`config.mk`:
```
export PLATFORM = sky130hd
export DESIGN_NAME = digit_serial_adder
export DESIGN_NICKNAME = d
export VERILOG_FILES = /design/src/rtl/tt_adder_pkg.sv /design/src/rtl/digit_add_slice.sv /design/src/rtl/digit_serial_adder.sv
export SDC_FILE = /design/constraint.sdc
export NUM_CORES = 1
export LEC_CHECK = 0
export CORE_ASPECT_RATIO = 1.2
export CORE_MARGIN = 5
export CORE_UTILIZATION = 52
export DETAILED_ROUTE_END_ITERATION = 16
export MAX_ROUTING_LAYER = met4
export PLACE_DENSITY_LB_ADDON = 0.08
export SYNTH_ARGS = -nofsm -noshare
export SYNTH_HDL_FRONTEND = slang
export SYNTH_HIERARCHICAL = 1
export SYNTH_SLANG_ARGS = --single-unit
```
`constraint.sdc`:
```
create_clock -name clk -period 5.6 [get_ports clk]
set_input_delay 1.12 -clock clk [delete_from_list [all_inputs] [get_ports clk]]
set_output_delay 1.12 -clock clk [all_outputs]
set_load 0.1 [all_outputs]
```
`src/rtl/tt_adder_pkg.sv`:
```
// Shared definitions for the digit-serial adder: FSM state encoding and
// helpers that derive the digit count and digit-counter width from WIDTH/DIGIT.
package tt_adder_pkg;

  typedef enum logic [1:0] {
    ST_IDLE = 2'd0,
    ST_BUSY = 2'd1,
    ST_DONE = 2'd2
  } state_e;

  function automatic int ndig(input int width, input int digit);
    return width / digit;
  endfunction

  // A one-digit configuration still needs a 1-bit counter to stay well-formed.
  function automatic int cnt_width(input int n);
    return (n <= 1) ? 1 : $clog2(n);
  endfunction

endpackage

```
`src/rtl/digit_add_slice.sv`:
```
// Combinational DIGIT-bit adder slice. Also exposes the carry into the slice
// MSB so the top can derive signed overflow on the final digit.
module digit_add_slice #(
  parameter int DIGIT = 2
) (
  input  logic [DIGIT-1:0] a_d,
  input  logic [DIGIT-1:0] b_d,
  input  logic             cin,
  output logic [DIGIT-1:0] s_d,
  output logic             cout,
  output logic             c_msb
);

  logic [DIGIT:0] full;

  assign full  = {1'b0, a_d} + {1'b0, b_d} + {{DIGIT{1'b0}}, cin};
  assign s_d   = full[DIGIT-1:0];
  assign cout  = full[DIGIT];
  // Sum bit = a ^ b ^ carry-in, so the carry into the MSB falls out by XOR.
  assign c_msb = full[DIGIT-1] ^ a_d[DIGIT-1] ^ b_d[DIGIT-1];

endmodule

```
`src/rtl/digit_serial_adder.sv`:
```
// Digit-serial add/subtract, LSB digit first, with valid/ready on both sides.
// Optional signed saturation of the result: define DIGIT_SERIAL_ADDER_SATURATE_EN.
module digit_serial_adder
  import tt_adder_pkg::*;
#(
  parameter int WIDTH = 8,
  parameter int DIGIT = 2
) (
  input  logic             clk,
  input  logic             rst,
  input  logic             in_valid,
  output logic             in_ready,
  input  logic [WIDTH-1:0] a,
  input  logic [WIDTH-1:0] b,
  input  logic             sub,
  output logic             out_valid,
  input  logic             out_ready,
  output logic [WIDTH-1:0] sum,
  output logic             cout,
  output logic             ovf
);

  localparam int NDIG = ndig(WIDTH, DIGIT);
  localparam int CW   = cnt_width(NDIG);

  if ((DIGIT < 1) || (WIDTH % DIGIT != 0)) begin : g_bad_digit
    $error("digit_serial_adder: DIGIT must be >= 1 and divide WIDTH");
  end

  state_e           state_q, state_d;
  logic [WIDTH-1:0] a_q, a_d;
  logic [WIDTH-1:0] b_q, b_d;
  logic [WIDTH-1:0] sum_q, sum_d;
  logic             carry_q, carry_d;
  logic [CW-1:0]    cnt_q, cnt_d;
  logic             cout_q, cout_d;
  logic             ovf_q, ovf_d;
`ifdef DIGIT_SERIAL_ADDER_SATURATE_EN
  logic             a_msb_q, a_msb_d;
`endif

  logic [DIGIT-1:0] slice_s;
  logic             slice_cout;
  logic             slice_cmsb;

  digit_add_slice #(.DIGIT(DIGIT)) u_slice (
    .a_d   (a_q[DIGIT-1:0]),
    .b_d   (b_q[DIGIT-1:0]),
    .cin   (carry_q),
    .s_d   (slice_s),
    .cout  (slice_cout),
    .c_msb (slice_cmsb)
  );

  always_comb begin
    state_d   = state_q;
    a_d       = a_q;
    b_d       = b_q;
    sum_d     = sum_q;
    carry_d   = carry_q;
    cnt_d     = cnt_q;
    cout_d    = cout_q;
    ovf_d     = ovf_q;
`ifdef DIGIT_SERIAL_ADDER_SATURATE_EN
    a_msb_d   = a_msb_q;
`endif
    in_ready  = 1'b0;
    out_valid = 1'b0;

    case (state_q)
      ST_IDLE: begin
        in_ready = 1'b1;
        if (in_valid) begin
          // Subtraction is A + ~B + 1: the +1 enters as the initial carry.
          a_d     = a;
          b_d     = sub ? ~b : b;
          carry_d = sub;
          cnt_d   = '0;
          state_d = ST_BUSY;
`ifdef DIGIT_SERIAL_ADDER_SATURATE_EN
          a_msb_d = a[WIDTH-1];
`endif
        end
      end
      ST_BUSY: begin
        a_d     = a_q >> DIGIT;
        b_d     = b_q >> DIGIT;
        sum_d   = (sum_q >> DIGIT) | (WIDTH'(slice_s) << (WIDTH - DIGIT));
        carry_d = slice_cout;
        cnt_d   = cnt_q + CW'(1);
        if (cnt_q == CW'(NDIG - 1)) begin
          cnt_d   = '0;
          cout_d  = slice_cout;
          ovf_d   = slice_cmsb ^ slice_cout;
          state_d = ST_DONE;
`ifdef DIGIT_SERIAL_ADDER_SATURATE_EN
          if (slice_cmsb ^ slice_cout) begin
            sum_d = a_msb_q ? {1'b1, {(WIDTH-1){1'b0}}} : {1'b0, {(WIDTH-1){1'b1}}};
          end
`endif
        end
      end
      ST_DONE: begin
        out_valid = 1'b1;
        if (out_ready) begin
          state_d = ST_IDLE;
        end
      end
      default: begin
        state_d = ST_IDLE;
      end
    endcase
  end

  always_ff @(posedge clk) begin
    if (rst) begin
      state_q <= ST_IDLE;
      a_q     <= '0;
      b_q     <= '0;
      sum_q   <= '0;
      carry_q <= 1'b0;
      cnt_q   <= '0;
      cout_q  <= 1'b0;
      ovf_q   <= 1'b0;
`ifdef DIGIT_SERIAL_ADDER_SATURATE_EN
      a_msb_q <= 1'b0;
`endif
    end else begin
      state_q <= state_d;
      a_q     <= a_d;
      b_q     <= b_d;
      sum_q   <= sum_d;
      carry_q <= carry_d;
      cnt_q   <= cnt_d;
      cout_q  <= cout_d;
      ovf_q   <= ovf_d;
`ifdef DIGIT_SERIAL_ADDER_SATURATE_EN
      a_msb_q <= a_msb_d;
`endif
    end
  end

  assign sum  = sum_q;
  assign cout = cout_q;
  assign ovf  = ovf_q;

endmodule

```
==> flow_summary.ini <==
[global_route]
grt_max_degree = 33
antenna_found_initial = 0
grt.total_usage_pct = 16.66
grt_first_pass_wirelength_mm = 4.836
first_global_vias = 1185
grt-ovfl-total = 0

[cts]
clk_pin_slew_worst_paths_ns = 0.09
cts.htree.levels = 2
postCtsResizedCells = 0
post_cts_buffers = 0
clock_path_buffers = 2
cts-root-buf = clkbuf_4
cts_buffers = 5
ctsHoldBuffers = 0
clock_sinks = 31
insertion_delay_ns = 0.32
cts_tree = built

[layout]
layout-drive-gt1-share_pct = 3.763
nFillCells = 224
final_common_cell = clkdlybuf4s50_1
layout.nets = 211
diodes = 0
area_growth_pct = 24.62
fin_cells = 219
fin_area_mm2 = 0.001748
final_cell_mix = 32 x clkdlybuf4s50_1, 31 x dfxtp_1, 21 x nor2_1

[detailed_routing]
drcViolationCount = 0
wl_met2_mm = 1.427
drtIter0Drc = 21
wl_met3_um = 139
dr.pass1.iters = 4
wl_met1_mm = 1.129
post_drt_via_cell_ratio = 5.397
drt-wirelength-per-cell_um = 12.50
postRouteAntennaNets = 0
num_vias = 1182
highest_layer = met4
wl_mm = 2.737

[setup_path]
critPathMaxStageDelay_ns = 1.16
critPathKind = flip-flop to output port
worst_path_max_delay_cell = clkdlybuf4s50_1
startpoint_type = flip-flop
cp_data_required_time_ns = 4.48
cp.arrival_ns = 2.20
crit_path_max_fanout = 10
crit_path_cell_trace = nor2b_1, clkdlybuf4s50_1
worstSetupEndpointType = output port

[sta]
timing.setup.tns_ns = 0
rsz0062_at_grt = no
period_needed_ns = 3.316
hold_viol = 0
fin_crit_sh_pct = 59.21
slew_viol_final = 0
fmax_mhz = 301.6
setup_viol = 0
skew_ns = 0.009308
slew_headroom_pct = 27.44
tightest_slew_ns = 1.086
worst_slack_ns = 2.284

[logic_synthesis]
synth.avg_cell_area_um2 = 8.821
ys_seq_area_share_pct = 44.25
synth_cell_type_count = 29
async_flop_share_pct = 0
syn_inst = 159
synth_area_mm2 = 0.001403
synth-seq-cells = 31
syn-num-nets = 183
yosys_warnings = 6
synth_flop_cell = dfxtp_1
synth_edf_count = 0

[pwr]
total_power_uw = 455.8
power_density_mw_per_mm2 = 260.8
ir_worst_vdd_v = 0.0001847
leakagePower_uw = 0.0006411

[job]
cap_violations = 0

[floorplanning]
start_util_pct = 54.95
coreArea_mm2 = 0.002552
dieArea_mm2 = 0.003840
fp.dieH_um = 66.89
fp-row-count = 20
die_w_um = 57.41
num_io_pins = 33

[place]
io_buffer_count = 32
dp_slack_ns = 2.650
dp_cells = 213
hpwlAfterDp_mm = 2.110
gp_congestion = 0.8093
placed_cell_area_mm2 = 0.001707

[hold_path]
hold_path.class = flip-flop to flip-flop

[status]
status = completed
-- layer usage --
metal | global-route usage, % | vias to the layer above
li1 | - | 604
met1 | 16.59 | 548
met2 | 31.07 | 25
met3 | 3.488 | 5
met4 | 6.957 | 0
met5 | - | -
-- flip-flops by register name (all words and copies together), names as in the netlist --
register,count
a_q,8
b_q,8
carry_q,1
cnt_q,2
cout,1
ovf,1
state_q,2
sum,8
-- through the flow --
step                      hold slack [ns]  util, %
after detailed placement           0.4476    66.86
final                              0.4558    68.48
after CTS                          0.4591    68.48
after global placement             0.4406    66.86
after global routing               0.4976    68.48
after floorplan                    0.4775        -
-- cell type report --
cell class              instances  area [µm²]  area share [%]
well taps                      33       41.29           2.362
multi-input cells             107       686.9           39.30
flip-flops and latches         31       620.6           35.50
inverters                      10       37.54           2.147
repair buffers                 32       320.3           18.32
clock buffers                   6       41.29           2.362
-- kinds of logic (layout without fill, tap and decap cells) --
kind of cell             after synthesis  in the layout  share of synthesized area, %
flip-flops                            31             31                         44.25
AND/OR/NAND/NOR                       48             48                         15.25
AO/OA/AOI/OAI                         45             45                         22.03
buffers and inverters                 21             48                         6.779
adder cells (fa/ha/maj)                3              3                         3.747
XOR/XNOR                              10             10                         7.226
multiplexers                           1              1                        0.7137
-- report_power, final --
part	internal, µW	leakage [µW]	total [µW]	switching (µW)
sequential	234	0.000254	244	9.82
clock	44.5	0.0000242	111	66.5
combinational	45.3	0.000363	101	55.8
total	324	0.000641	456	132
-- critical path, delay by kind of cell (launching register included) --
family                 cells  cell delay (ns)
buffers and inverters      1             1.16
AND/OR/NAND/NOR            1             0.22
flip-flops                 1             0.49
-- final timing paths --
path                           start          endpoint  slack [ns]  cells past startpoint
max          state_q[1]$_SDFFE_PP0P_         out_valid        2.28                      2
min                 ovf$_SDFFE_PP0P_  ovf$_SDFFE_PP0P_        0.46                      2
max reg2reg      a_q[0]$_SDFFE_PP0P_  ovf$_SDFFE_PP0P_        3.32                      7
min reg2reg         ovf$_SDFFE_PP0P_  ovf$_SDFFE_PP0P_        0.46                      2
-- cells in the mapped netlist, types with 2 or more instances --
cell | number | area share, %
dfxtp_1 | 31 | 44
nor2_1 | 21 | 5.6
nand2_1 | 17 | 4.5
a22oi_1 | 12 | 6.4
a21oi_1 | 10 | 3.6
inv_1 | 10 | 2.7
o22ai_1 | 8 | 3.6
a211oi_1 | 7 | 3.7
xnor2_1 | 6 | 3.7
o2bb2ai_1 | 5 | 3.1
clkbuf_1 | 4 | 1.1
buf_2 | 3 | 1.1
buf_4 | 3 | 1.6
nand2b_1 | 3 | 1.3
xor2_1 | 3 | 1.9
fa_1 | 2 | 2.9
nor2b_1 | 2 | 0.89
No activity file was read; power rests on OpenSTA's default activity.
